==> config.mk <==
export PLATFORM = sky130hd
export DESIGN_NAME = addsub_16bit_seq
export DESIGN_NICKNAME = d
export VERILOG_FILES = /design/src/rtl/wisc_alu_pkg.sv /design/src/rtl/fulladder_4bit.sv /design/src/rtl/addsub_16bit_seq.sv
export SDC_FILE = /design/constraint.sdc
export NUM_CORES = 1
export LEC_CHECK = 0
export ABC_AREA = 0
export BUFFER_PORTS_ARGS = -buffer_cell sky130_fd_sc_hd__buf_2
export CORE_MARGIN = 10
export CORE_UTILIZATION = 57
export CTS_BUF_LIST = sky130_fd_sc_hd__clkbuf_8
export DETAILED_ROUTE_END_ITERATION = 10
export PLACE_DENSITY = 0.82
export SYNTH_ARGS = -nofsm -noshare
export SYNTH_HDL_FRONTEND = slang
export SYNTH_SLANG_ARGS = --single-unit
==> constraint.sdc <==
create_clock -name clk -period 4.2 [get_ports clk]
set_input_delay 0.42 -clock clk [delete_from_list [all_inputs] [get_ports clk]]
set_output_delay 0.42 -clock clk [all_outputs]
set_load 0.02 [all_outputs]
==> src/rtl/wisc_alu_pkg.sv <==
// ---------------------------------------------------------------------------
// wisc_alu_pkg
// Shared definitions for the WISC ALU datapath blocks.
//   state_t   : FSM encoding for the multi-cycle add/subtract unit
//   NIBBLE_W  : slice width handled by the shared nibble adder
//   sat_pos() : most positive two's-complement value of a given width
//   sat_neg() : most negative two's-complement value of a given width
// The saturation helpers return a 64-bit value; callers truncate to width.
// ---------------------------------------------------------------------------
package wisc_alu_pkg;

  typedef enum logic [1:0] {
    IDLE = 2'd0,
    RUN  = 2'd1,
    DONE = 2'd2
  } state_t;

  localparam int NIBBLE_W = 4;

  // 0 followed by (width-1) ones
  function automatic logic [63:0] sat_pos(input int width);
    return (64'd1 << (width - 1)) - 64'd1;
  endfunction

  // 1 followed by (width-1) zeros
  function automatic logic [63:0] sat_neg(input int width);
    return 64'd1 << (width - 1);
  endfunction

endpackage

==> src/rtl/fulladder_4bit.sv <==
// ---------------------------------------------------------------------------
// fulladder_4bit
// Purely combinational 4-bit ripple-carry adder used as the shared nibble
// datapath of the sequential add/subtract unit.
// Ports:
//   a, b  : 4-bit operand nibbles
//   cin   : carry in
//   sum   : 4-bit sum nibble
//   cout  : carry out of the top bit
// ---------------------------------------------------------------------------
module fulladder_4bit (
  input  logic [3:0] a,
  input  logic [3:0] b,
  input  logic       cin,
  output logic [3:0] sum,
  output logic       cout
);

  logic [4:0] carry;

  assign carry[0] = cin;

  // One full-adder cell per bit, carries rippling upward
  for (genvar i = 0; i < 4; i++) begin : g_bit
    assign sum[i]     = a[i] ^ b[i] ^ carry[i];
    assign carry[i+1] = (a[i] & b[i]) | (a[i] & carry[i]) | (b[i] & carry[i]);
  end

  assign cout = carry[4];

endmodule

==> src/rtl/addsub_16bit_seq.sv <==
// ---------------------------------------------------------------------------
// addsub_16bit_seq
// Multi-cycle signed add/subtract unit. A single 4-bit nibble adder is reused
// over WIDTH/4 cycles, least significant nibble first, with the carry held in
// a register between cycles. Subtraction is A + ~B + 1 (carry seeded with 1).
// Ports:
//   clk   : rising-edge clock
//   rst   : asynchronous active-high reset
//   start : request, accepted only in IDLE or DONE
//   sub   : 0 = A+B, 1 = A-B (sampled with start)
//   A, B  : signed operands (sampled with start)
//   busy  : high while the nibble cycles are running
//   done  : one-cycle pulse when Sum/Ovfl are valid
//   Sum   : registered result, held until the next accepted operation runs
//   Ovfl  : registered two's-complement overflow flag
// Configuration macro:
//   ADD_SAT_EN : when defined, an overflowing result is replaced by the
//                saturated value (most positive / most negative).
// ---------------------------------------------------------------------------
module addsub_16bit_seq
  import wisc_alu_pkg::*;
#(
  parameter int WIDTH = 16
) (
  input  logic             clk,
  input  logic             rst,
  input  logic             start,
  input  logic             sub,
  input  logic [WIDTH-1:0] A,
  input  logic [WIDTH-1:0] B,
  output logic             busy,
  output logic             done,
  output logic [WIDTH-1:0] Sum,
  output logic             Ovfl
);

  localparam int N  = WIDTH / NIBBLE_W;
  localparam int KW = (N > 1) ? $clog2(N) : 1;

`ifdef ADD_SAT_EN
  localparam logic [WIDTH-1:0] SAT_POS = WIDTH'(sat_pos(WIDTH));
  localparam logic [WIDTH-1:0] SAT_NEG = WIDTH'(sat_neg(WIDTH));
`endif

  state_t              state;
  logic [WIDTH-1:0]    a_r;
  logic [WIDTH-1:0]    b_r;
  logic                c;
  logic [KW-1:0]       k;

  logic                accept;
  logic                last;
  int                  base;
  logic [NIBBLE_W-1:0] a_nib;
  logic [NIBBLE_W-1:0] b_nib;
  logic [NIBBLE_W-1:0] nib_sum;
  logic                nib_cout;
  logic                ovf_last;
  logic [WIDTH-1:0]    next_sum;

  assign accept = start && ((state == IDLE) || (state == DONE));
  assign last   = (k == KW'(N - 1));
  assign base   = int'(k) * NIBBLE_W;

  // Operand slice selection for the current nibble
  always_comb begin
    a_nib = a_r[base +: NIBBLE_W];
    b_nib = b_r[base +: NIBBLE_W];
  end

  fulladder_4bit u_nibble (
    .a    (a_nib),
    .b    (b_nib),
    .cin  (c),
    .sum  (nib_sum),
    .cout (nib_cout)
  );

  // Overflow uses the already-inverted B operand, so the same rule covers
  // both add and subtract; only meaningful on the last nibble.
  always_comb begin
    ovf_last = (a_r[WIDTH-1] == b_r[WIDTH-1]) &&
               (nib_sum[NIBBLE_W-1] != a_r[WIDTH-1]);
    next_sum = Sum;
    next_sum[base +: NIBBLE_W] = nib_sum;
`ifdef ADD_SAT_EN
    // Overflow direction follows the sign both operands share
    if (last && ovf_last) begin
      next_sum = a_r[WIDTH-1] ? SAT_NEG : SAT_POS;
    end
`endif
  end

  // Control FSM, counter, carry register and result registers
  always_ff @(posedge clk or posedge rst) begin
    if (rst) begin
      state <= IDLE;
      busy  <= 1'b0;
      done  <= 1'b0;
      Sum   <= '0;
      Ovfl  <= 1'b0;
      k     <= '0;
      c     <= 1'b0;
      a_r   <= '0;
      b_r   <= '0;
    end else begin
      case (state)
        IDLE: begin
          done <= 1'b0;
        end
        RUN: begin
          Sum <= next_sum;
          c   <= nib_cout;
          if (last) begin
            Ovfl  <= ovf_last;
            k     <= '0;
            state <= DONE;
            busy  <= 1'b0;
            done  <= 1'b1;
          end else begin
            k <= k + KW'(1);
          end
        end
        DONE: begin
          done  <= 1'b0;
          state <= IDLE;
        end
        default: begin
          state <= IDLE;
          busy  <= 1'b0;
          done  <= 1'b0;
        end
      endcase

      // Accepting a new operation overrides the IDLE/DONE next-state above
      if (accept) begin
        a_r   <= A;
        b_r   <= sub ? ~B : B;
        c     <= sub;
        k     <= '0;
        Ovfl  <= 1'b0;
        state <= RUN;
        busy  <= 1'b1;
        done  <= 1'b0;
      end
    end
  end

endmodule

# == After elaboration in Yosys (flattened, before gate mapping) ==
# Cells that the tools add are included.
# word_totals
ff_bits,56
romBits,0
elab_cells,81
input_bits,36
ramBits,0
latch_bits,0
n_memories,0
output_inout_bits,19
# classes
n_reduce_logical,10
magnitude_cmp,0
n_div,0
n_mul,0
bitwise_logic,29
muxes,19
shift,4
n_eq_ne,8
add_sub_neg,2
# ops
cell,count
4-bit negator with 33-bit output,1
"4-bit by 33-bit variable shift with 16-bit output, first input constant",1
4-bit by 33-bit variable part select with 16-bit output,1
16-bit by 5-bit variable part select with 4-bit output,2
16-bit bitwise mux,1
16-bit two-way mux,1
16-bit inverter,1
1-bit AND,12
1-bit two-way mux,10
2-bit two-way mux,5
1-bit OR,8
1-bit XOR,8
2-bit AND reduction,3
"2-bit equality test, second input constant",2
2-bit case mux with 2 select lines,1
2-bit nonzero test,2
"3-bit inequality test, second input constant",1
"2-bit by 1-bit adder with 2-bit output, second input constant",1
"2-bit by 1-bit equality test with 1-bit output, second input constant",1
1-bit logical AND,2
2-bit logical NOT,1
"2-bit by 1-bit inequality test with 1-bit output, second input constant",1
"2-bit inequality test, second input constant",1
1-bit case mux with 2 select lines,1
4 further kinds,4

# == Longest topological paths before layout ==
# depth
depth_word,16
depth_mapped,12
mapped_depth_nobuf,10

# == By module ==
# From an unflattened synthesis, not the netlist that was laid out.
# hier_totals
hier_cells,249
hier_area_um2,2766.4
# by_module_without_submodules
mod,n_inst,seq_area_each_um2,area_per_inst_um2,cells_per_inst
addsub_16bit_seq,1,1401.3,2648.8,235
fulladder_4bit,1,0.0,117.6,14

# == Least setup slack after synthesis ==
# OpenSTA, ideal clock, no wires.
# synth_timing
path_type,reg2reg
from,reg k[0]
to,reg Ovfl
period_less_slack_ns,3.066
setup_time_ns,0.094
path_slack_ns,1.134
stages_incl_launch_ff,13
required_ns,4.106
path_buffers,2
t_arrival_ns,2.972
cell_sequence,dfrtp_1 buf_6 buf_6 mux4_2 fa_1 inv_1 fa_1 fa_1 inv_1 fa_1 and3b_1 a21oi_1 a211oi_1
# synth_between
elab_chain_cells,16
word_cells_on_any_way,27
cone_classes,2 x eq/ne; 2 x shift; 3 x mux; 17 x bitwise; 3 x reduce/logical
# synth_lines
item,line,rtl
"start, declared",addsub_16bit_seq.sv:49,logic [KW-1:0] k;
"start signal, assigned",addsub_16bit_seq.sv:121,k <= k + KW'(1);
16-bit by 5-bit variable part select with 4-bit output (on tied branches),"addsub_16bit_seq.sv:67, addsub_16bit_seq.sv:68",
1-bit AND,fulladder_4bit.sv:26,assign carry[i+1] = (a[i] & b[i]) | (a[i] & carry[i]) | (b[i] & carry[i]);
1-bit OR (2 in series),fulladder_4bit.sv:26,
1-bit AND,fulladder_4bit.sv:26,
1-bit OR (2 in series),fulladder_4bit.sv:26,
1-bit AND,fulladder_4bit.sv:26,
1-bit OR (2 in series),fulladder_4bit.sv:26,
1-bit XOR,fulladder_4bit.sv:25,assign sum[i] = a[i] ^ b[i] ^ carry[i];
1-bit inequality test,addsub_16bit_seq.sv:83,(nib_sum[NIBBLE_W-1] != a_r[WIDTH-1]);
1-bit logical AND,addsub_16bit_seq.sv:82,ovf_last = (a_r[WIDTH-1] == b_r[WIDTH-1]) &&
1-bit two-way mux,addsub_16bit_seq.sv:114,if (last) begin
1-bit two-way mux,addsub_16bit_seq.sv:107,case (state)
1-bit two-way mux,addsub_16bit_seq.sv:136,if (accept) begin
"end signal, assigned",addsub_16bit_seq.sv:115,Ovfl <= ovf_last;
"end, declared",addsub_16bit_seq.sv:34,output logic Ovfl
# Several ways; a longest one is shown, not always the timed one. The select of a mux whose other input is x is not followed.
# A chain may end at the register's enable or synchronous reset.

# == Worst setup path after layout ==
# Ends and elaborated chain as after synthesis.

==> impl_results.md <==
- Fin crit share: 0.753
- DR vias: 1882
- Hold Fails Final Rpt: 0
- Critical path origin: k[0]
- FMAX: 316 MHz
- First-pass GRT wire length: just under 10000 um
- RSZ-0062 raised after global routing: false
- Yosys top cell by area: dfrtp_1
- Vias in the first global route: 2028
- Pin count of the biggest net entering global routing: 57
- Crit Path Max Fanout: 6
- PortBufs: 54
- Largest cells by area after synthesis: dfrtp_1 (50%), nand2_1 (9.7%), xnor2_1 (5.0%)
- Peak VDD IR: 401 uV
- Data required time of the critical path: 4330 ps
- Reported max-cap violation count: 0
- Reg2Reg Depth: 10
- H-tree Lvls: 2
- Final setup fails: 0
- Total CTS buffers: 5
- Slew Viols, Final: 0
- Post-synth top area share: 0.505
- Crit path arrival time: 3300 ps
- Slowest stage delay, CP: 600 ps
- Pwr dens: 764 mW/mm^2
- Yosys warns: 0
- Vert. Die Dim: 89.8 um
- Clk_lat worst skew: 310 ps
- Routed vias/inst: 5.11
- Core Rows: 25
- Sequential fraction of the synthesis area: 0.505
- Cell repeated most along the worst path: fa_1
- Worst clock skew: between 7 and 8 ps
- Final HPWL DP: 4230 um
- Hold WC Path Type: input port to async pin
- Synthesized area: 0.00278 sq mm
- GPL Wtd Cong: around 0.80
- DRC violations left: 0
- Total inserted antenna cells: 0
- Pwr Total: 2.40 mW
- CP bufs+invs: 2
- Starting DRT DRC Count: 60
- IO Pins: 55
- Post-CTS sizing: 0
- Worst r2r src: k[0]
- Cells after Synth: between 200 and 300
- Final wirelength: 5610 um
- Status: finished clean
- CTS root buffer: clkbuf_8
- Filler instances: around 400
- Crit Path Class: register to register
- Yosys reg bits: 56
- Setup TNS: 0 ps
- Post-Syn Nets: 296
- Reg2Reg Setup Slack: between 1000 and 1500 ps
- Overflow after GRT: 0
- Post-CTS setup buffers: 0
- Count of different cell masters after synthesis: 37
- P_leak: between 1.5 and 2 nW
- Layout cells sized above 1: 0.266
- WL per Instance: between 15 and 20 um
- Die area: 0.00806 sq mm
- Crit end category: register
- Worst path slowest cell: fa_1
- Nets@finish: around 350
- Minimum clock period: 3160 ps
- Crit start category: register
- Clk buf depth: 2
- DRT Pass-1 Iters: 4
- Reg-to-Reg End: Ovfl
- TritonCTS clock tree: yes
- Reg clk slew, reported paths: 100 ps
- Cells along the critical path: mux4_2 > fa_1 > inv_1 > fa_1 > fa_1 > inv_1 > fa_1 > and3b_1 > a21oi_1 > a211oi_1
- Crit path max-delay family: adder cells
- Post-route ant nets: 0
- Slew HR: 0.192
- Slew @ Worst Pin: 1210 ps
- Die width: 89.8 um
- Initial antenna violation count: 0
- Core footprint: between 0.004 and 0.005 sq mm
- Hold buffer count at CTS: 0
- GR Util All Layers: 0.145
- Area growth syn-to-layout: 13.1%
- # clock sinks: 56
- Syn_area_per_cell: 11.1 sq um
- Initial core utilization: 0.588
==> kinds of logic (layout without fill, tap and decap cells) <==
family                   count (synthesis)  after routing  synth area share
AO/OA/AOI/OAI                           41             41            0.0951
adder cells (fa/ha/maj)                 10             10            0.0559
flip-flops                              56             56             0.505
buffers and inverters                   23             74            0.0496
XOR/XNOR                                16             16            0.0505
AND/OR/NAND/NOR                         95             95             0.173
multiplexers                             9              9            0.0712
==> report_power, final <==
group	total [mW]	switching, mW	internal (mW)
logic	1.16	0.671	0.491
clock network	0.303	0.171	0.132
registers	0.933	0.178	0.755
==> layout make-up <==
type	count	area, sq um	share of cell area
inverter	10	37.5	0.0120
clock buffer	6	82.6	0.0263
multi-input combinational	171	1240	0.394
clock inverter	2	11.3	0.00359
tap	67	83.8	0.0267
timing repair buffer	56	285	0.0909
sequential	56	1400	0.447
==> worst max path at each step <==
stage | end | cells past startpoint
2_1_floorplan | Ovfl | 12
3_3_place_gp | Ovfl | 10
3_5_place_dp | Ovfl | 10
4_1_cts | Ovfl | 10
5_1_grt | Ovfl | 10
6_report | Ovfl | 10
==> sequential cells by signal, summed over array words and instances, names as in the netlist <==
name,flops
Ovfl,1
Sum,16
a_r,16
b_r,16
busy,1
c,1
done,1
k,2
state,2
==> through the flow <==
stage               cell area (sq um)  hold slack (ps)   util  std cells  setup slack, ps
floorplan                        2780              437      -        250             1130
global placement                 3040              456  0.645        360             1120
detailed placement               3040              456  0.645        360             1020
CTS                              3140              287  0.664        368             1010
global route                     3140              293  0.664        368              813
finish                           3140              291  0.664        368             1040
==> layout by cell type, fill, tap and decap left out, types with 2 or more instances in the layout <==
| cell | netlist | final |
|---|---|---|
| nor2b_1 | 2 | 2 |
| buf_4 | 4 | 2 |
| clkbuf_8 | 0 | 6 |
| dfrtp_1 | 56 | 56 |
| nand3b_2 | 2 | 2 |
| a21oi_1 | 3 | 3 |
| o21ai_1 | 2 | 2 |
| nor2_1 | 4 | 4 |
| nand2_1 | 72 | 72 |
| nor3_2 | 2 | 2 |
| xnor2_1 | 16 | 16 |
| o21ai_0 | 19 | 19 |
| fa_1 | 4 | 4 |
| buf_2 | 5 | 54 |
| a22o_1 | 12 | 12 |
| ha_1 | 6 | 6 |
| a211oi_1 | 2 | 2 |
| mux4_1 | 2 | 2 |
| mux4_2 | 6 | 6 |
| inv_1 | 10 | 10 |
==> routing by layer <==
metal  vias up  global-route usage  share of wire
li1        942                   -              -
met1       892               0.173           0.45
met2        44               0.245           0.49
met3         4              0.0457          0.056
met4         0              0.0391         0.0084
met5         -                   0              0
==> worst min-delay path: stages <==
cell and delay [ps]:
buf_2 100, inv_2 30, buf_4 550
==> synth_stat cells <==
library cell	number
a211oi_1	2
a21oi_1	3
a22o_1	12
and2_4	1
and2b_4	1
and3b_1	1
buf_2	5
buf_4	4
buf_6	4
dfrtp_1	56
fa_1	4
ha_1	6
inv_1	10
mux2i_1	1
mux4_1	2
mux4_2	6
nand2_1	72
nand2b_1	1
nand2b_4	1
nand3_1	1
nand3b_1	1
nand3b_2	2
nand3b_4	1
nand4_1	1
nor2_1	4
nor2b_1	2
nor3_2	2
nor4_2	1
nor4b_4	1
o21a_1	1
o21ai_0	19
o21ai_1	2
o31ai_1	1
o41ai_1	1
or3_1	1
or4b_1	1
xnor2_1	16
No activity file was read; power rests on OpenSTA's default activity.
